<file path="src/rtl/vga_text_console_writer.sv">
`default_nettype none
// ============================================================================
// Module   : vga_text_console_writer
// Purpose  : Terminal engine for a text-mode VGA frame buffer. Interprets a
//            byte stream (printable / CR / LF / BS / FF) and issues word
//            reads and writes on a valid/ready master bus, including
//            scroll-up and clear-screen. Exports the cursor position.
// Revision : 1.0 - initial release
// ============================================================================
module vga_text_console_writer #(
  parameter int          COLS      = 100,
  parameter int          ROWS      = 37,
  parameter logic [31:0] BASE_ADDR = 32'h0
) (
  input  logic        clk_in,
  input  logic        reset_in,
  input  logic        char_valid_in,
  input  logic [7:0]  char_in,
  output logic        char_ready_o,
  input  logic [7:0]  color_in,
  output logic        mem_valid_o,
  output logic [31:0] mem_addr_o,
  output logic [31:0] mem_wdata_o,
  output logic [3:0]  mem_wstrb_o,
  input  logic        mem_ready_in,
  input  logic [31:0] mem_rdata_in,
  output logic [6:0]  cursor_x_o,
  output logic [6:0]  cursor_y_o,
  output logic        busy_o
);

  localparam int              c_WORDS       = ROWS * COLS / 2;
  localparam int              c_ROW_WORDS   = COLS / 2;
  localparam int              c_CW          = $clog2(c_WORDS);
  localparam logic [c_CW-1:0] c_SCROLL_LAST = c_CW'((ROWS - 1) * COLS / 2 - 1);
  localparam logic [c_CW-1:0] c_FILL_LAST   = c_CW'(c_WORDS - 1);
  localparam logic [c_CW-1:0] c_CNT_ONE     = c_CW'(1);
  localparam logic [6:0]      c_LAST_COL    = 7'(COLS - 1);
  localparam logic [6:0]      c_LAST_ROW    = 7'(ROWS - 1);

  typedef enum logic [2:0] {
    S_IDLE      = 3'd0,
    S_PUT       = 3'd1,
    S_NEWLINE   = 3'd2,
    S_SCROLL_RD = 3'd3,
    S_SCROLL_WR = 3'd4,
    S_FILL      = 3'd5
  } state_t;

  state_t            r_state, w_state_n;
  logic [6:0]        r_x, r_y, w_x_n, w_y_n;
  logic [c_CW-1:0]   r_cnt, w_cnt_n;
  logic              r_clr, w_clr_n;       // fill came from FF: home cursor at end
  logic [7:0]        r_color, w_color_n;   // attribute latched at command accept
  logic              r_valid, w_valid_n;
  logic              r_gap, w_gap_n;       // one idle bus cycle before next request
  logic [31:0]       r_addr, r_wdata, w_addr_n, w_wdata_n;
  logic [3:0]        r_wstrb, w_wstrb_n;
  logic              w_accept, w_done;
  logic [31:0]       w_cell;

  function automatic logic [31:0] word_addr(input logic [31:0] idx);
    return BASE_ADDR + {idx[29:0], 2'b00};
  endfunction

  function automatic logic [31:0] fill_word(input logic [7:0] col);
    return {col, 8'h20, col, 8'h20};
  endfunction

  assign w_accept = char_valid_in & char_ready_o;
  assign w_done   = r_valid & mem_ready_in;
  assign w_cell   = 32'(r_y) * 32'(COLS) + 32'(r_x);

  // Next-state, cursor and next-request computation
  always_comb begin
    w_state_n = r_state;
    w_x_n     = r_x;
    w_y_n     = r_y;
    w_cnt_n   = r_cnt;
    w_clr_n   = r_clr;
    w_color_n = r_color;
    w_valid_n = r_valid | r_gap;
    w_gap_n   = 1'b0;
    w_addr_n  = r_addr;
    w_wdata_n = r_wdata;
    w_wstrb_n = r_wstrb;
    case (r_state)
      S_IDLE: begin
        w_valid_n = 1'b0;
        if (w_accept) begin
          w_color_n = color_in;
          if (char_in >= 8'h20) begin
            w_state_n = S_PUT;
            w_valid_n = 1'b1;
            w_addr_n  = word_addr(w_cell >> 1);
            w_wdata_n = {color_in, char_in, color_in, char_in};
            w_wstrb_n = w_cell[0] ? 4'b1100 : 4'b0011;
          end else begin
            case (char_in)
              8'h0D: w_x_n = 7'd0;
              8'h0A: begin
                if (r_y < c_LAST_ROW) begin
                  w_y_n = r_y + 7'd1;
                end else begin
                  w_state_n = S_SCROLL_RD;
                  w_cnt_n   = '0;
                  w_clr_n   = 1'b0;
                  w_valid_n = 1'b1;
                  w_addr_n  = word_addr(32'(c_ROW_WORDS));
                  w_wdata_n = 32'h0;
                  w_wstrb_n = 4'b0000;
                end
              end
              8'h08: if (r_x != 7'd0) w_x_n = r_x - 7'd1;
              8'h0C: begin
                w_state_n = S_FILL;
                w_cnt_n   = '0;
                w_clr_n   = 1'b1;
                w_valid_n = 1'b1;
                w_addr_n  = word_addr(32'h0);
                w_wdata_n = fill_word(color_in);
                w_wstrb_n = 4'b1111;
              end
              default: ;
            endcase
          end
        end
      end
      S_PUT: begin
        if (w_done) begin
          w_valid_n = 1'b0;
          if (r_x == c_LAST_COL) begin
            w_x_n     = 7'd0;
            w_state_n = S_NEWLINE;
          end else begin
            w_x_n     = r_x + 7'd1;
            w_state_n = S_IDLE;
          end
        end
      end
      S_NEWLINE: begin
        // This cycle already serves as the bus gap after the PUT write.
        if (r_y < c_LAST_ROW) begin
          w_y_n     = r_y + 7'd1;
          w_state_n = S_IDLE;
        end else begin
          w_state_n = S_SCROLL_RD;
          w_cnt_n   = '0;
          w_clr_n   = 1'b0;
          w_valid_n = 1'b1;
          w_addr_n  = word_addr(32'(c_ROW_WORDS));
          w_wdata_n = 32'h0;
          w_wstrb_n = 4'b0000;
        end
      end
      S_SCROLL_RD: begin
        if (w_done) begin
          w_valid_n = 1'b0;
          w_gap_n   = 1'b1;
          w_state_n = S_SCROLL_WR;
          w_addr_n  = word_addr(32'(r_cnt));
          w_wdata_n = mem_rdata_in;
          w_wstrb_n = 4'b1111;
        end
      end
      S_SCROLL_WR: begin
        if (w_done) begin
          w_valid_n = 1'b0;
          w_gap_n   = 1'b1;
          w_cnt_n   = r_cnt + c_CNT_ONE;
          if (r_cnt == c_SCROLL_LAST) begin
            w_state_n = S_FILL;
            w_addr_n  = word_addr(32'(r_cnt) + 32'd1);
            w_wdata_n = fill_word(r_color);
            w_wstrb_n = 4'b1111;
          end else begin
            w_state_n = S_SCROLL_RD;
            w_addr_n  = word_addr(32'(r_cnt) + 32'(c_ROW_WORDS) + 32'd1);
            w_wdata_n = 32'h0;
            w_wstrb_n = 4'b0000;
          end
        end
      end
      S_FILL: begin
        if (w_done) begin
          w_valid_n = 1'b0;
          if (r_cnt == c_FILL_LAST) begin
            w_state_n = S_IDLE;
            if (r_clr) begin
              w_x_n = 7'd0;
              w_y_n = 7'd0;
            end
          end else begin
            w_gap_n   = 1'b1;
            w_cnt_n   = r_cnt + c_CNT_ONE;
            w_addr_n  = word_addr(32'(r_cnt) + 32'd1);
            w_wdata_n = fill_word(r_color);
          end
        end
      end
      default: begin
        w_state_n = S_IDLE;
        w_valid_n = 1'b0;
      end
    endcase
  end

  // State and datapath registers with synchronous reset
  always_ff @(posedge clk_in) begin
    if (reset_in) begin
      r_state <= S_IDLE;
      r_x     <= 7'd0;
      r_y     <= 7'd0;
      r_cnt   <= '0;
      r_clr   <= 1'b0;
      r_color <= 8'h0;
      r_valid <= 1'b0;
      r_gap   <= 1'b0;
      r_addr  <= 32'h0;
      r_wdata <= 32'h0;
      r_wstrb <= 4'b0000;
    end else begin
      r_state <= w_state_n;
      r_x     <= w_x_n;
      r_y     <= w_y_n;
      r_cnt   <= w_cnt_n;
      r_clr   <= w_clr_n;
      r_color <= w_color_n;
      r_valid <= w_valid_n;
      r_gap   <= w_gap_n;
      r_addr  <= w_addr_n;
      r_wdata <= w_wdata_n;
      r_wstrb <= w_wstrb_n;
    end
  end

  assign char_ready_o = (r_state == S_IDLE) & ~reset_in;
  assign mem_valid_o  = r_valid;
  assign mem_addr_o   = r_addr;
  assign mem_wdata_o  = r_wdata;
  assign mem_wstrb_o  = r_wstrb;
  assign cursor_x_o   = r_x;
  assign cursor_y_o   = r_y;
  assign busy_o       = (r_state != S_IDLE);

endmodule
`default_nettype wire
</file>
<file path="config.mk">
export PLATFORM = sky130hd
export DESIGN_NAME = vga_text_console_writer
export DESIGN_NICKNAME = d
export VERILOG_FILES = /design/src/rtl/vga_text_console_writer.sv
export SDC_FILE = /design/constraint.sdc
export NUM_CORES = 1
export LEC_CHECK = 0
export BUFFER_PORTS_ARGS = -buffer_cell sky130_fd_sc_hd__buf_2
export CAP_MARGIN = 10
export CORE_MARGIN = 2
export CORE_UTILIZATION = 40
export CTS_CLUSTER_SIZE = 20
export DETAILED_ROUTE_END_ITERATION = 8
export SLEW_MARGIN = 25
export SYNTH_ARGS = -nofsm -noshare
export SYNTH_HDL_FRONTEND = slang
export SYNTH_SLANG_ARGS = --single-unit
</file>
<file path="constraint.sdc">
create_clock -name clk_in -period 4.2 [get_ports clk_in]
set_input_delay 0.42 -clock clk_in [delete_from_list [all_inputs] [get_ports clk_in]]
set_output_delay 0.42 -clock clk_in [all_outputs]
set_load 0.03 [all_outputs]
</file>
==> flow_metrics.py, run 1 <==
metrics = {
    "synthesis": {
        "ys_types": 75,
        "yosys-top-cells-area": "dfxtp_1, a21oi_1, ha_1",
        "synthFlopType": "dfxtp_1",
        "ys_seq_area_frac": 0.3244,
        "synth-edff-count": 0,
        "synth_warnings": 0,
        "synth_fp_nets": 933,
        "synth.cell_area_um2": 6604,
        "yosys-top-cells-count": "dfxtp_1, a21oi_1, nor2_1",
        "synth_area_per_cell_um2": 7.862,
        "synth_cells": 840,
        "async_flop_share": 0,
        "synth.largest_area_cell": "dfxtp_1",
        "ys_seq_elements": 107,
        "synth_top_area_share": 0.3244,
        "yosysMostFrequentCell": "dfxtp_1",
    },
    "grt": {
        "grt-ovfl-total": 0,
        "grt_first_pass_wirelength_mm": 32.80,
        "grt_pass1_vias": 5911,
        "grt_max_degree": 64,
        "grt_usage": 0.2316,
        "antenna_found_initial": 0,
    },
    "detailed_routing": {
        "wl_per_cell_um": 17.83,
        "drt_iter0_drc": 567,
        "ant_nets": 0,
        "dr.pass1.iters": 5,
        "drc": 0,
        "viasPerCell": 5.698,
        "wl_mm": 20.90,
        "via_count": 6678,
    },
    "worst_setup_path": {
        "r2r_start": "cursor_y_o[2]",
        "critPathArrivalTime_ps": 4070,
        "cp_max_fo": 6,
        "cp-start-kind": "flop",
        "cp-startpoint": "cursor_y_o[2]",
        "r2r-end": "mem_addr_o[14]",
        "reg2reg_slack_ps": 420,
        "crit_type": "flop to flop",
        "crit_path_end_kind": "flop",
        "worstRegToRegCells": 11,
        "required_ps": 4490,
    },
    "timing": {
        "timing.slew.headroom": 0.3030,
        "setup_tns_ps": 0,
        "fin_worst_skew_ps": 10.23,
        "finalCritPeriodShare": 0.8994,
        "clock.fmax_ghz": 0.2647,
        "fin_crit_ps": 3777,
        "rsz0062_at_grt": "no",
        "finalSetupViolCount": 0,
        "hold_viol": 0,
        "tightest_slew_ps": 1044,
        "drv_slew": 0,
    },
    "clocking": {
        "root_buffer": "clkbuf_16",
        "htreeDepth": 3,
        "post_cts_buffers": 0,
        "clock_latency_ps": 360,
        "cts.sinks": 107,
        "clock_path_buffers": 2,
        "cts.reportedPaths.clkPinSlew_ps": 80,
        "numCtsBuffers": 9,
        "hold_buffers": 0,
        "cts_resized": 0,
        "cts_tree": "yes",
    },
    "floorplan": {
        "initial_utilization": 0.4127,
        "fp.dieH_um": 132.5,
        "ioPinCount": 137,
        "core_um2": 16000,
        "die-area_um2": 17550,
        "fp.dieW_um": 132.5,
        "rows": 46,
    },
    "placed_design": {
        "place_area_um2": 7450,
        "dpl.hpwl_mm": 15.37,
        "gp_congestion": 0.9110,
        "port_buffers": 136,
    },
    "outcome": {
        "status": "finished clean",
    },
    "worst_hold_path": {
        "min_from": "color_in[2]",
        "hold_path_class": "input pin to flop",
        "holdPathStages": 3,
        "whs_endpoint": "r_color[2]",
    },
    "finish": {
        "nFillCells": 1626,
        "nNetsFinal": 1044,
        "areaGrowthSynthToFinish_pct": 17.20,
        "drive_above_1_share": 0.1946,
        "diodes": 0,
        "seq_area_um2": 2142,
        "design_area_um2": 7740,
        "multi_input_comb_area_um2": 4163,
    },
    "power_and_ir_drop": {
        "ir_drop_v": 0.0004107,
        "p_leak_nw": 3.457,
        "p_per_area_nw_per_um2": 561.2,
    },
    "flow_run": {
        "maxCapViolCount": 0,
    },
}
-- power breakdown --
group / leakage, nW / switching, mW / internal, mW
sequential: 0.868 / 0.105 / 1.17
combinational: 2.45 / 1.51 / 0.715
clock: 0.139 / 0.425 / 0.413
total: 3.46 / 2.04 / 2.30
-- worst max path at each step --
stage	end	cells past startpoint	slack, ps
2_1_floorplan	mem_addr_o[14]	11	420
3_3_place_gp	mem_addr_o[14]	11	480
3_5_place_dp	mem_addr_o[14]	11	450
4_1_cts	mem_addr_o[14]	11	430
5_1_grt	mem_addr_o[14]	11	210
6_report	mem_addr_o[14]	11	420
-- placed cells by master, fill, tap and decap left out, types with 12 or more instances in the layout --
cell type  netlist  layout
buf_2           14     136
dfxtp_1        107     107
a21oi_1         96      96
nor2_1          93      93
nand2_1         91      91
o21ai_0         44      44
ha_1            38      38
and3_1          25      25
inv_1           20      20
nor3_1          17      17
nand3_1         17      17
buf_4            2      16
xnor2_1         15      15
nand2b_1        15      14
a2bb2oi_1       14      14
a311oi_1        13      13
a211oi_1        12      12
-- worst max-delay path, cell delays in order (launching register included) --
cell	delay (ps)
dfxtp_1	440
ha_1	270
ha_1	320
fa_1	470
ha_1	350
or2_2	320
nand3_1	190
or4bb_1	530
nand3_1	100
or3b_2	460
xnor2_1	130
o2bb2ai_1	130
-- layer usage --
layer  track usage  routed length [um]  part of all wire
met3       0.03716                1162             0.056
met4       0.05795                 276             0.013
met5             0                   0                 0
met1        0.3336               10010              0.48
met2        0.3613                9451              0.45
-- registers in the layout (all words and copies together) (netlist names) --
| signal | cells |
|---|---|
| r_cnt | 11 |
| cursor_x_o | 7 |
| mem_valid_o | 1 |
| mem_wstrb_o | 4 |
| r_clr | 1 |
| mem_addr_o | 32 |
| r_state | 3 |
| r_color | 8 |
| cursor_y_o | 7 |
| mem_wdata_o | 32 |
| r_gap | 1 |
-- per-stage QoR --
step	setup WS (ps)	hold slack (ps)	total power [mW]	std cells	util
global placement	481.3	441.1	3.491	1156	0.4656
finish	422.7	272.8	4.343	1172	0.4837
floorplan	421.2	432.5	2.877	840	-
detailed placement	447.7	443.0	3.502	1156	0.4656
CTS	428.0	254.9	4.342	1172	0.4837
global route	214.3	277.6	4.612	1172	0.4837
-- logic make-up after synthesis --
| kind of cell | Yosys count | share of synthesized area |
|---|---|---|
| AND/OR/NAND/NOR | 315 | 0.2308 |
| AO/OA/AOI/OAI | 278 | 0.2814 |
| flip-flops | 107 | 0.3244 |
| buffers and inverters | 72 | 0.04585 |
| adder cells (fa/ha/maj) | 42 | 0.08261 |
| XOR/XNOR | 23 | 0.03051 |
| multiplexers | 3 | 0.004547 |
-- cell type report --
| type | count | area share |
|---|---|---|
| Sequential cell | 107 | 0.2768 |
| Timing Repair Buffer | 152 | 0.1035 |
| Clock inverter | 7 | 0.008244 |
| Tap cell | 216 | 0.03492 |
| Multi-Input combinational cell | 661 | 0.5378 |
| Inverter | 20 | 0.009699 |
| Clock buffer | 9 | 0.02910 |
(Power assumes the default switching activity.)
==> run 2: changes to the inputs <==
--- a/config.mk
+++ b/config.mk
@@ -5,6 +5,7 @@
 export SDC_FILE = /design/constraint.sdc
 export NUM_CORES = 1
 export LEC_CHECK = 0
+export ABC_AREA = 1
 export BUFFER_PORTS_ARGS = -buffer_cell sky130_fd_sc_hd__buf_2
 export CAP_MARGIN = 10
 export CORE_MARGIN = 2
==> flow_metrics.py, run 2 <==
metrics = {
    "outcome": {
        "status": "finished clean",
    },
    "synthesis": {
        "synth.largest_area_cell": "dfxtp_1",
        "synth_area_per_cell_um2": 6.277,
        "ys_seq_elements": 107,
        "synth.cell_area_um2": 7734,
        "synthFlopType": "dfxtp_1",
        "ys_types": 50,
        "async_flop_share": 0,
        "synth-edff-count": 0,
        "synth_cells": 1232,
        "synth_top_area_share": 0.2770,
        "synth_fp_nets": 1325,
        "yosysMostFrequentCell": "nand2_1",
        "synth_warnings": 0,
        "yosys-top-cells-count": "nand2_1, nor2_1, inv_1",
        "ys_seq_area_frac": 0.2770,
        "yosys-top-cells-area": "dfxtp_1, nand2_1, nor2_1",
    },
    "detailed_routing": {
        "drt_iter0_drc": 677,
        "ant_nets": 0,
        "wl_per_cell_um": 15.40,
        "viasPerCell": 5.202,
        "wl_mm": 24.69,
        "via_count": 8339,
        "drc": 0,
        "dr.pass1.iters": 5,
    },
    "clocking": {
        "htreeDepth": 3,
        "clock_latency_ps": 370,
        "cts_tree": "yes",
        "cts.sinks": 107,
        "cts.reportedPaths.clkPinSlew_ps": 90,
        "numCtsBuffers": 9,
        "post_cts_buffers": 0,
        "clock_path_buffers": 2,
        "cts_resized": 0,
        "root_buffer": "clkbuf_16",
        "hold_buffers": 0,
    },
    "worst_setup_path": {
        "crit_type": "flop to flop",
        "required_ps": 4490,
        "critPathArrivalTime_ps": 3330,
        "crit_path_end_kind": "flop",
        "cp.depth": 13,
        "crit_path_cell_trace": "ha_1, ha_1, fa_1, ha_1, xor2_1, inv_1, nor2_1, nand3_1, nor2_1, nand2_1, nand2_1, nand3_1, a21oi_1",
        "crit_path_max_incr_delay_ps": 470,
        "cp-start-kind": "flop",
        "path_buf_inv": 1,
        "reg2reg_slack_ps": 1170,
        "worstRegToRegCells": 13,
        "cp_max_fo": 7,
        "cp-startpoint": "cursor_y_o[2]",
        "cp_common_cell": "ha_1",
        "crit_family": "adder cells",
        "r2r_start": "cursor_y_o[2]",
        "cp_slowest_cell": "dfxtp_1",
    },
    "flow_run": {
        "maxCapViolCount": 0,
    },
    "timing": {
        "tightest_slew_ps": 702.4,
        "setup_ws_ps": 1169,
        "fin_crit_ps": 3031,
        "timing.slew.headroom": 0.5317,
        "setup_tns_ps": 0,
        "drv_slew": 0,
        "clock.fmax_ghz": 0.3299,
        "holdWs_ps": 257.0,
        "finalSetupViolCount": 0,
        "finalCritPeriodShare": 0.7217,
        "hold_viol": 0,
        "rsz0062_at_grt": "no",
        "fin_worst_skew_ps": 15.54,
    },
    "floorplan": {
        "rows": 50,
        "ioPinCount": 137,
        "fp.dieW_um": 143.0,
        "fp.dieH_um": 143.0,
        "core_um2": 18830,
        "die-area_um2": 20460,
        "initial_utilization": 0.4107,
    },
    "placed_design": {
        "gp_congestion": 0.9116,
        "port_buffers": 136,
        "dpl.hpwl_mm": 18.02,
        "dpl_worst_slack_ps": 1184,
    },
    "finish": {
        "drive_above_1_share": 0.1513,
        "nNetsFinal": 1430,
        "fin_util": 0.4697,
        "mostFrequentLayoutCells": "nand2_1, nor2_1, buf_2",
        "areaGrowthSynthToFinish_pct": 14.37,
        "final_common_cell": "nand2_1",
    },
    "grt": {
        "grt_usage": 0.2428,
        "grt-ovfl-total": 0,
        "antenna_found_initial": 1,
        "grt_first_pass_wirelength_mm": 39.45,
        "grt_pass1_vias": 7710,
        "grt_max_degree": 55,
    },
    "power_and_ir_drop": {
        "p_per_area_nw_per_um2": 332.3,
        "ir_drop_v": 0.0002024,
        "power_mw": 2.939,
        "p_leak_nw": 4.282,
    },
    "worst_hold_path": {
        "holdPathStages": 3,
        "min_from": "color_in[0]",
        "hold_path_class": "input pin to flop",
    },
}
## run 2: cell count changes after synthesis, moves of 32 or more
cell,before,now
inv_1,20,119
nand3_1,17,113
nor2_1,93,154
nand2_1,91,322
o21ai_0,44,76
## run 2: final timing paths
| path | to |
|---|---|
| hold reg to reg | mem_addr_o[26] |
| setup / recovery | mem_addr_o[14] |
| hold / removal | r_color[0] |
| setup reg to reg | mem_addr_o[14] |
## run 2: final cells by class
type	instances	area, um2
clock inverters	7	91.34
inverters	130	495.5
well taps	260	325.3
clock buffers	9	225.2
diodes	1	2.502
multi-input cells	939	4777
fillers	2015	9986
flip-flops and latches	107	2142
repair buffers	150	785.8
## run 2: worst reg2reg max path, cell delays in order (launching register included)
cell and delay (ps):
dfxtp_1 470, ha_1 280, ha_1 310, fa_1 460, ha_1 390, xor2_1 220, inv_1 70, nor2_1 130
nand3_1 140, nor2_1 170, nand2_1 80, nand2_1 60, nand3_1 60, a21oi_1 120
## run 2: routing by layer
metal  GRT usage  up-vias  routed length, um
met3     0.05198       42               1716
met1      0.3095     3777              10850
met2      0.4032      279              11460
li1            -     4241                  -
met4     0.08911        0                668
met5           0        -                  0
## run 2: power by group
group / internal (mW) / switching [mW] / total, mW
clock network: 0.432 / 0.474 / 0.906
logic: 0.242 / 0.610 / 0.852
registers: 1.11 / 0.0753 / 1.18
## run 2: cell families (layout without fill, tap and decap cells)
logic type	count (synthesis)	after routing	share of synthesized area
compound gates	209	209	0.1493
simple gates	668	668	0.3753
other cells	0	1	0
buf+inv	186	296	0.1053
fa+ha+maj	41	41	0.06925
xor+xnor	21	21	0.02378
flops	107	107	0.2770
## run 2: stage by stage
step / instance area (um2) / std cells
after floorplan: 7734 / 1232
after global placement: 8526 / 1586
after detailed placement: 8526 / 1586
after CTS: 8842 / 1602
after global routing: 8842 / 1602
final: 8845 / 1603
